[config.mk]
export PLATFORM = sky130hd
export DESIGN_NAME = mem_load_return
export DESIGN_NICKNAME = d
export VERILOG_FILES = /design/src/rtl/mem_load_return.sv
export SDC_FILE = /design/constraint.sdc
export NUM_CORES = 1
export LEC_CHECK = 0
export ABC_AREA = 0
export BUFFER_PORTS_ARGS = -buffer_cell sky130_fd_sc_hd__buf_4
export CAP_MARGIN = 20
export CORE_UTILIZATION = 51
export CTS_BUF_LIST = sky130_fd_sc_hd__clkbuf_16
export DETAILED_ROUTE_END_ITERATION = 16
export PLACE_DENSITY = 0.81
export SETUP_SLACK_MARGIN = 0.05
export SLEW_MARGIN = 0
export SYNTH_ARGS = -nofsm -noshare
export SYNTH_HDL_FRONTEND = slang
export SYNTH_SLANG_ARGS = --single-unit
[constraint.sdc]
create_clock -name clk -period 2.2 [get_ports clk]
set_input_delay 0.11 -clock clk [delete_from_list [all_inputs] [get_ports clk]]
set_output_delay 0.11 -clock clk [all_outputs]
set_load 0.005 [all_outputs]
[src/rtl/mem_load_return.sv]
// Load-return path of the data-memory port plus the DIN input mailbox.
// Optional misalignment trap: define MEM_LOAD_MISALIGN_TRAP_EN to add the loadMisalign output.
module mem_load_return #(
  parameter logic [1:0]  MEM_DISABLE    = 2'b00,
  parameter logic [1:0]  MEM_READ_SEXT  = 2'b01,
  parameter logic [1:0]  MEM_READ_ZEXT  = 2'b10,
  parameter logic [1:0]  MEM_WRITE      = 2'b11,
  parameter logic [1:0]  BYTE           = 2'b00,
  parameter logic [1:0]  HALFWORD       = 2'b01,
  parameter logic [1:0]  WORD           = 2'b10,
  parameter logic [31:0] CPU_BRAM_START = 32'h0000_0000,
  parameter logic [31:0] CPU_BRAM_END   = 32'h007F_FF00,
  parameter logic [31:0] DIN_REG        = 32'h0200_0000,
  parameter logic [31:0] DIN_STAT       = 32'h0200_0004,
  parameter int unsigned READ_LATENCY   = 1
) (
  input  logic        clk,
  input  logic        reset,
  input  logic [31:0] addr,
  input  logic [1:0]  memOp,
  input  logic [1:0]  memSize,
  input  logic [31:0] ramDout,
  input  logic [31:0] extDinData,
  input  logic        extDinValid,
  output logic        extDinReady,
  output logic [31:0] loadData,
  output logic        loadValid,
`ifdef MEM_LOAD_MISALIGN_TRAP_EN
  output logic        loadMisalign,
`endif
  output logic        dinFull
);

  typedef enum logic [1:0] {SRC_RAM, SRC_DIN, SRC_STAT, SRC_UNMAPPED} src_e;

  typedef struct packed {
    logic        valid;
    logic        sext;
    logic [1:0]  size;
    logic [1:0]  off;
    src_e        src;
    logic        mis;
    logic [31:0] snap;
  } stage_t;

  stage_t      pipe [READ_LATENCY];
  stage_t      issue;
  stage_t      fin;
  logic        is_load;
  logic        misalign;
  logic        pop;
  logic        accept;
  logic [31:0] din_word;
  logic [31:0] raw;
  logic [31:0] sel;

  always_comb begin
    is_load = 1'b0;
    case (memOp)
      MEM_READ_SEXT, MEM_READ_ZEXT: is_load = 1'b1;
      MEM_DISABLE, MEM_WRITE:       is_load = 1'b0;
      default:                      is_load = 1'b0;
    endcase
  end

  assign misalign = ((memSize == HALFWORD) && addr[0]) ||
                    ((memSize == WORD) && (addr[1:0] != 2'b00));

  always_comb begin
    issue       = '0;
    issue.valid = is_load;
    issue.sext  = (memOp == MEM_READ_SEXT);
    issue.size  = memSize;
    issue.off   = addr[1:0];
    issue.mis   = misalign;
    // Offset-based range test avoids a constant compare when the BRAM starts at 0.
    if ((addr - CPU_BRAM_START) <= (CPU_BRAM_END - CPU_BRAM_START)) begin
      issue.src = SRC_RAM;
    end else if (addr == DIN_REG) begin
      issue.src  = SRC_DIN;
      issue.snap = dinFull ? din_word : '0;
    end else if (addr == DIN_STAT) begin
      issue.src  = SRC_STAT;
      issue.snap = {31'b0, dinFull};
    end else begin
      issue.src = SRC_UNMAPPED;
    end
  end

`ifdef MEM_LOAD_MISALIGN_TRAP_EN
  assign pop = is_load && (issue.src == SRC_DIN) && dinFull && !misalign;
`else
  assign pop = is_load && (issue.src == SRC_DIN) && dinFull;
`endif

  assign extDinReady = !dinFull || pop;
  assign accept      = extDinValid && extDinReady;

  always_ff @(posedge clk) begin
    if (reset) begin
      dinFull  <= 1'b0;
      din_word <= '0;
    end else if (accept) begin
      dinFull  <= 1'b1;
      din_word <= extDinData;
    end else if (pop) begin
      dinFull  <= 1'b0;
    end
  end

  always_ff @(posedge clk) begin
    if (reset) begin
      for (int unsigned i = 0; i < READ_LATENCY; i++) pipe[i] <= '0;
    end else begin
      pipe[0] <= issue;
      for (int unsigned i = 1; i < READ_LATENCY; i++) pipe[i] <= pipe[i-1];
    end
  end

  assign fin = pipe[READ_LATENCY-1];
  assign raw = (fin.src == SRC_RAM) ? ramDout : fin.snap;

  // RAM words are stored byte-swapped; other sources are native words.
  always_comb begin
    sel = '0;
    if (fin.src == SRC_RAM) begin
      case (fin.size)
        BYTE: begin
          case (fin.off)
            2'd0:    sel = {24'b0, raw[31:24]};
            2'd1:    sel = {24'b0, raw[23:16]};
            2'd2:    sel = {24'b0, raw[15:8]};
            default: sel = {24'b0, raw[7:0]};
          endcase
        end
        HALFWORD: sel = fin.off[1] ? {16'b0, raw[7:0], raw[15:8]}
                                   : {16'b0, raw[23:16], raw[31:24]};
        default:  sel = {raw[7:0], raw[15:8], raw[23:16], raw[31:24]};
      endcase
    end else begin
      case (fin.size)
        BYTE:     sel = {24'b0, raw[7:0]};
        HALFWORD: sel = {16'b0, raw[15:0]};
        default:  sel = raw;
      endcase
    end
    if (fin.sext && (fin.size == BYTE))     sel[31:8]  = {24{sel[7]}};
    if (fin.sext && (fin.size == HALFWORD)) sel[31:16] = {16{sel[15]}};
  end

  assign loadValid = fin.valid;

`ifdef MEM_LOAD_MISALIGN_TRAP_EN
  assign loadMisalign = fin.valid && fin.mis;
  assign loadData     = (fin.valid && !fin.mis && (fin.src != SRC_UNMAPPED)) ? sel : '0;
`else
  assign loadData     = (fin.valid && (fin.src != SRC_UNMAPPED)) ? sel : '0;
`endif

endmodule

==> impl_summary.log <==
[metrics] synthesized instance count: between 400 and 500
[metrics] area enclosed by the die boundary: between 8000 and 9000 sq um
[metrics] DR vias/cell: about 5.8
[metrics] total of buffers placed on input and output ports: roughly 140
[metrics] cell area reported after detailed placement: 5308 sq um
[metrics] area fraction in and, or, nand and nor cells after synthesis: between 30% and 40%
[metrics] leakage power figure: between 2 and 3 nW
[metrics] GR Util met3: approximately 6.7%
[metrics] area taken by multi-input logic gates: between 2000 and 3000 sq um
[metrics] leading area contributor after synthesis: sky130_fd_sc_hd__dfxtp_1
[metrics] number of sinks on the clock net: 73
[metrics] endpoints failing setup: 6
[metrics] maximum cell stage delay along the critical path: about 0.55 ns
[metrics] Sequential Area: between 1000 and 1500 sq um
[metrics] number of buffers created by CTS: 9
[metrics] top area cells in the synthesized netlist: sky130_fd_sc_hd__dfxtp_1 (35%), sky130_fd_sc_hd__nand2b_1 (10%), sky130_fd_sc_hd__mux2i_1 (9.8%), sky130_fd_sc_hd__and2_1 (4.6%), sky130_fd_sc_hd__nand2_1 (4.0%)
[metrics] number of antenna violations at the first check in global routing: 0
[metrics] number of vias after detailed routing: slightly above 4000
[metrics] crit share post-route: 100.7%
[metrics] average footprint of a synthesized cell: roughly 9.1 sq um
[metrics] critical path data arrival time: 2.11 ns
[metrics] flip-flop and latch count after synthesis: between 70 and 80
[metrics] number of H-tree levels: 3
[metrics] Hold/Removal Path Class: input pin to flop
[metrics] residual overflow from global routing: 0
[metrics] cell chosen for the clock root: sky130_fd_sc_hd__clkbuf_16
[metrics] fin util: roughly 77%
[metrics] iteration count of the initial detailed-routing pass: 5
[metrics] GRT Total Usage: roughly 29%
[metrics] area of the core region: 7807 sq um
[metrics] asr flop ratio synth: 0%
[metrics] post-synthesis sequential area ratio: between 30% and 40%
[metrics] count of cell types in the netlist: 53
[metrics] Top Usage Layer GRT: met2
[metrics] clock-pin slew on the worst setup and hold paths: approximately 0.060 ns
[metrics] CTS tree: yes
[metrics] number of primary I/O pins: around 140
[metrics] DRC Markers: 0
[metrics] Area Overhead vs Synth: 43.11%
[metrics] global-route wire length before repair: 19290 microns
[metrics] final weighted congestion of routability-driven global placement: 0.9438
[metrics] proportion of synthesized area in mux cells: 13.60%
[metrics] headroom to the max-slew limit: between 60% and 70%
[metrics] CP max stage cell: sky130_fd_sc_hd__mux4_2
[metrics] initial standard-cell utilization of the core: about 53%
[metrics] FILL cells: ~570
[metrics] Post-Route WL: 12960 microns
[metrics] CP Data Required Time: 2.09 ns
[metrics] capturing element type of the critical path: output pin
[metrics] post-layout instance area: between 5000 and 6000 sq um
[metrics] most common flop cell mapped by yosys: sky130_fd_sc_hd__dfxtp_1
[metrics] Peak VDD IR: 0.6909 mV
[metrics] critical-path maximum fanout: 7
[metrics] width of the chip: a little over 90 microns
[metrics] Antenna Diode Count: 0
[metrics] list of cells traversed by the critical path: mux4_2 > mux2_4 > o21ai_4 > buf_6 > a21oi_2 > buf_4
[metrics] DR WL/cell: between 15 and 20 microns
[metrics] dominant combinational cell family by area after synthesis: simple AND/OR/NAND/NOR gates
[metrics] number of global-route vias before repair: between 3000 and 4000
[metrics] final-stage net count: ~710
[metrics] area of the mapped netlist: approximately 4200 sq um
[metrics] violated checks: negative setup slack
[metrics] number of hold violations in the final report: 0
[metrics] source-to-sink clock delay at the later pin of the worst-skew pair: about 0.33 ns
[metrics] maxcap violations: 0
[metrics] Worst Clk Skew: 0.007196 ns
[metrics] detailed placer's ending HPWL: between 9000 and 10000 microns
[metrics] achievable frequency: roughly 450 MHz
[metrics] Post-synth EDFFs: 0
[metrics] Ys Warns: 0
[metrics] Compound-Gate Fraction of Synth Area: 13.12%
[metrics] met2 track demand over resource in global routing: roughly 46%
[metrics] share of Yosys cell area claimed by the top area cell type: about a third
[metrics] critical path start-end classification: flop to output pin
[metrics] die outline height: approximately 90 microns
[metrics] largest net degree at the start of global routing: 66
[metrics] Post-Synth Adder-Cell Area: less than 1%
[metrics] number of buffers between clock root and the deepest sink: 2
[metrics] GR Layer Usage met1: 37.34%
[metrics] post-synthesis share of cell area spent on xor and xnor gates: 0.2097%
[metrics] drt first-iter violations: 323
[metrics] remaining antenna violation count after routing: 0
[metrics] number of placement rows: 32
[metrics] power density relative to cell area: between 500 and 600 nW/um^2
[metrics] kind of start point of the critical path: flop
[metrics] status: finished, violations left
[metrics] Syn Nets: approximately 570
[metrics] setup ws final: -0.01549 ns
[metrics] unrepaired setup endpoints after global routing: yes
[metrics] post-layout minimum cycle time: 2.215 ns
[metrics] share of post-route cells with drive strength above 1: around two fifths
[metrics] Final Max Slew Viols: 0
[metrics] slew at the pin closest to its max-slew limit: ~0.50 ns
-- cell usage after synthesis, types with 4 or more instances --
library cell	n
sky130_fd_sc_hd__clkbuf_1	18
sky130_fd_sc_hd__a211oi_1	16
sky130_fd_sc_hd__nand2_1	44
sky130_fd_sc_hd__mux2i_1	41
sky130_fd_sc_hd__mux4_2	6
sky130_fd_sc_hd__a21oi_1	17
sky130_fd_sc_hd__nor4_4	7
sky130_fd_sc_hd__nand4_1	4
sky130_fd_sc_hd__o41ai_1	6
sky130_fd_sc_hd__dfxtp_1	73
sky130_fd_sc_hd__nor2_1	25
sky130_fd_sc_hd__and3_1	13
sky130_fd_sc_hd__o22a_1	5
sky130_fd_sc_hd__o21ai_0	11
sky130_fd_sc_hd__nor2b_1	6
sky130_fd_sc_hd__and2_1	31
sky130_fd_sc_hd__nand2b_1	70
sky130_fd_sc_hd__buf_2	6
sky130_fd_sc_hd__inv_1	9
-- final timing paths --
path / end / cells past startpoint / start / slack, ns
min reg2reg: pipe[0][20] / 1 / din_word[20] / 0.46
min: pipe[0][38] / 2 / reset / 0.04
max: loadData[11] / 6 / pipe[0][36] / -0.02
max reg2reg: pipe[0][0] / 3 / dinFull / 0.80
-- critical path, delay by kind of cell (launching register included) --
kind	cells	cell delay (ns)
flip-flops	1	0.35
multiplexers	2	0.84
AO/OA/AOI/OAI	2	0.25
buffers and inverters	2	0.34
-- stage by stage --
| stage | setup slack [ns] | std cells | hold WS (ns) | total power [mW] | TNS (ns) |
|---|---|---|---|---|---|
| after global placement | 0.2206 | 684 | 0.3280 | 1.967 | 0 |
| final | -0.01549 | 709 | 0.03937 | 3.522 | -0.04857 |
| after global routing | -0.07139 | 709 | 0.03011 | 3.656 | -0.9550 |
| after CTS | 0.01020 | 706 | 0.02616 | 3.486 | 0 |
| after detailed placement | 0.09234 | 684 | 0.3369 | 1.980 | 0 |
| after floorplan | 0.5123 | 461 | 0.2382 | 1.701 | 0 |
-- per-layer routing --
layer  wire length [microns]  vias to the layer above
li1                        -                     1898
met1                    5162                     1899
met2                    6320                      236
met3                    1013                       46
met4                     467                        0
met5                       0                        -
-- report_power, final --
group	internal (mW)	switching [mW]	total [mW]	leakage, nW
logic	0.329	0.294	0.623	1.77
clock network	0.899	0.590	1.49	0.149
registers	1.37	0.0401	1.41	0.596
-- area by class of cell --
| class | instances | area share (%) |
|---|---|---|
| clock buffer | 9 | 3.768 |
| clock inverter | 7 | 1.403 |
| timing repair buffer | 161 | 21.73 |
| sequential | 73 | 24.53 |
| tap | 102 | 2.135 |
| multi-input combinational | 347 | 45.80 |
| inverter | 10 | 0.6280 |
-- cells by family after synthesis --
kind of cell | count (synthesis)
buffers and inverters | 41
muxes | 49
DFF | 73
and+or+nand+nor | 219
adders and majority gates | 1
AOI/OAI and AO/OA | 77
xor gates and xnor gates | 1
-- registers in the layout, summed over array words and instances (netlist names) --
| name | count |
|---|---|
| din_word | 32 |
| pipe | 40 |
| dinFull | 1 |
-- cells in the final DEF (no fill, tap or decap), types with 3 or more instances in the layout --
cell type,count
sky130_fd_sc_hd__o22a_1,5
sky130_fd_sc_hd__o21ai_0,11
sky130_fd_sc_hd__buf_12,3
sky130_fd_sc_hd__a211oi_2,13
sky130_fd_sc_hd__nand4_1,4
sky130_fd_sc_hd__o41ai_2,6
sky130_fd_sc_hd__nand2_1,40
sky130_fd_sc_hd__clkbuf_16,10
sky130_fd_sc_hd__a211o_1,3
sky130_fd_sc_hd__mux2i_1,41
sky130_fd_sc_hd__a21oi_2,4
sky130_fd_sc_hd__nand2_2,4
sky130_fd_sc_hd__dfxtp_2,4
sky130_fd_sc_hd__inv_1,9
sky130_fd_sc_hd__nand2b_1,70
sky130_fd_sc_hd__and3_1,13
sky130_fd_sc_hd__and2_1,31
sky130_fd_sc_hd__inv_6,3
sky130_fd_sc_hd__nor2b_1,6
sky130_fd_sc_hd__a21oi_1,12
sky130_fd_sc_hd__dfxtp_1,69
sky130_fd_sc_hd__nor2_1,24
sky130_fd_sc_hd__buf_6,8
sky130_fd_sc_hd__mux4_2,6
sky130_fd_sc_hd__nor4_4,8
sky130_fd_sc_hd__buf_4,147
-- timing repair --
action | in CTS | in global routing
cloned | 1 | 1
endpoints found under the setup margin | 29 | 32
hold buffers | 2 | 0
buffers inserted | 3 | 2
gates resized for setup | 21 | 37
endpoints found under the hold margin | 2 | 0
pin swaps | 2 | 6
No activity file was read; power rests on OpenSTA's default activity.
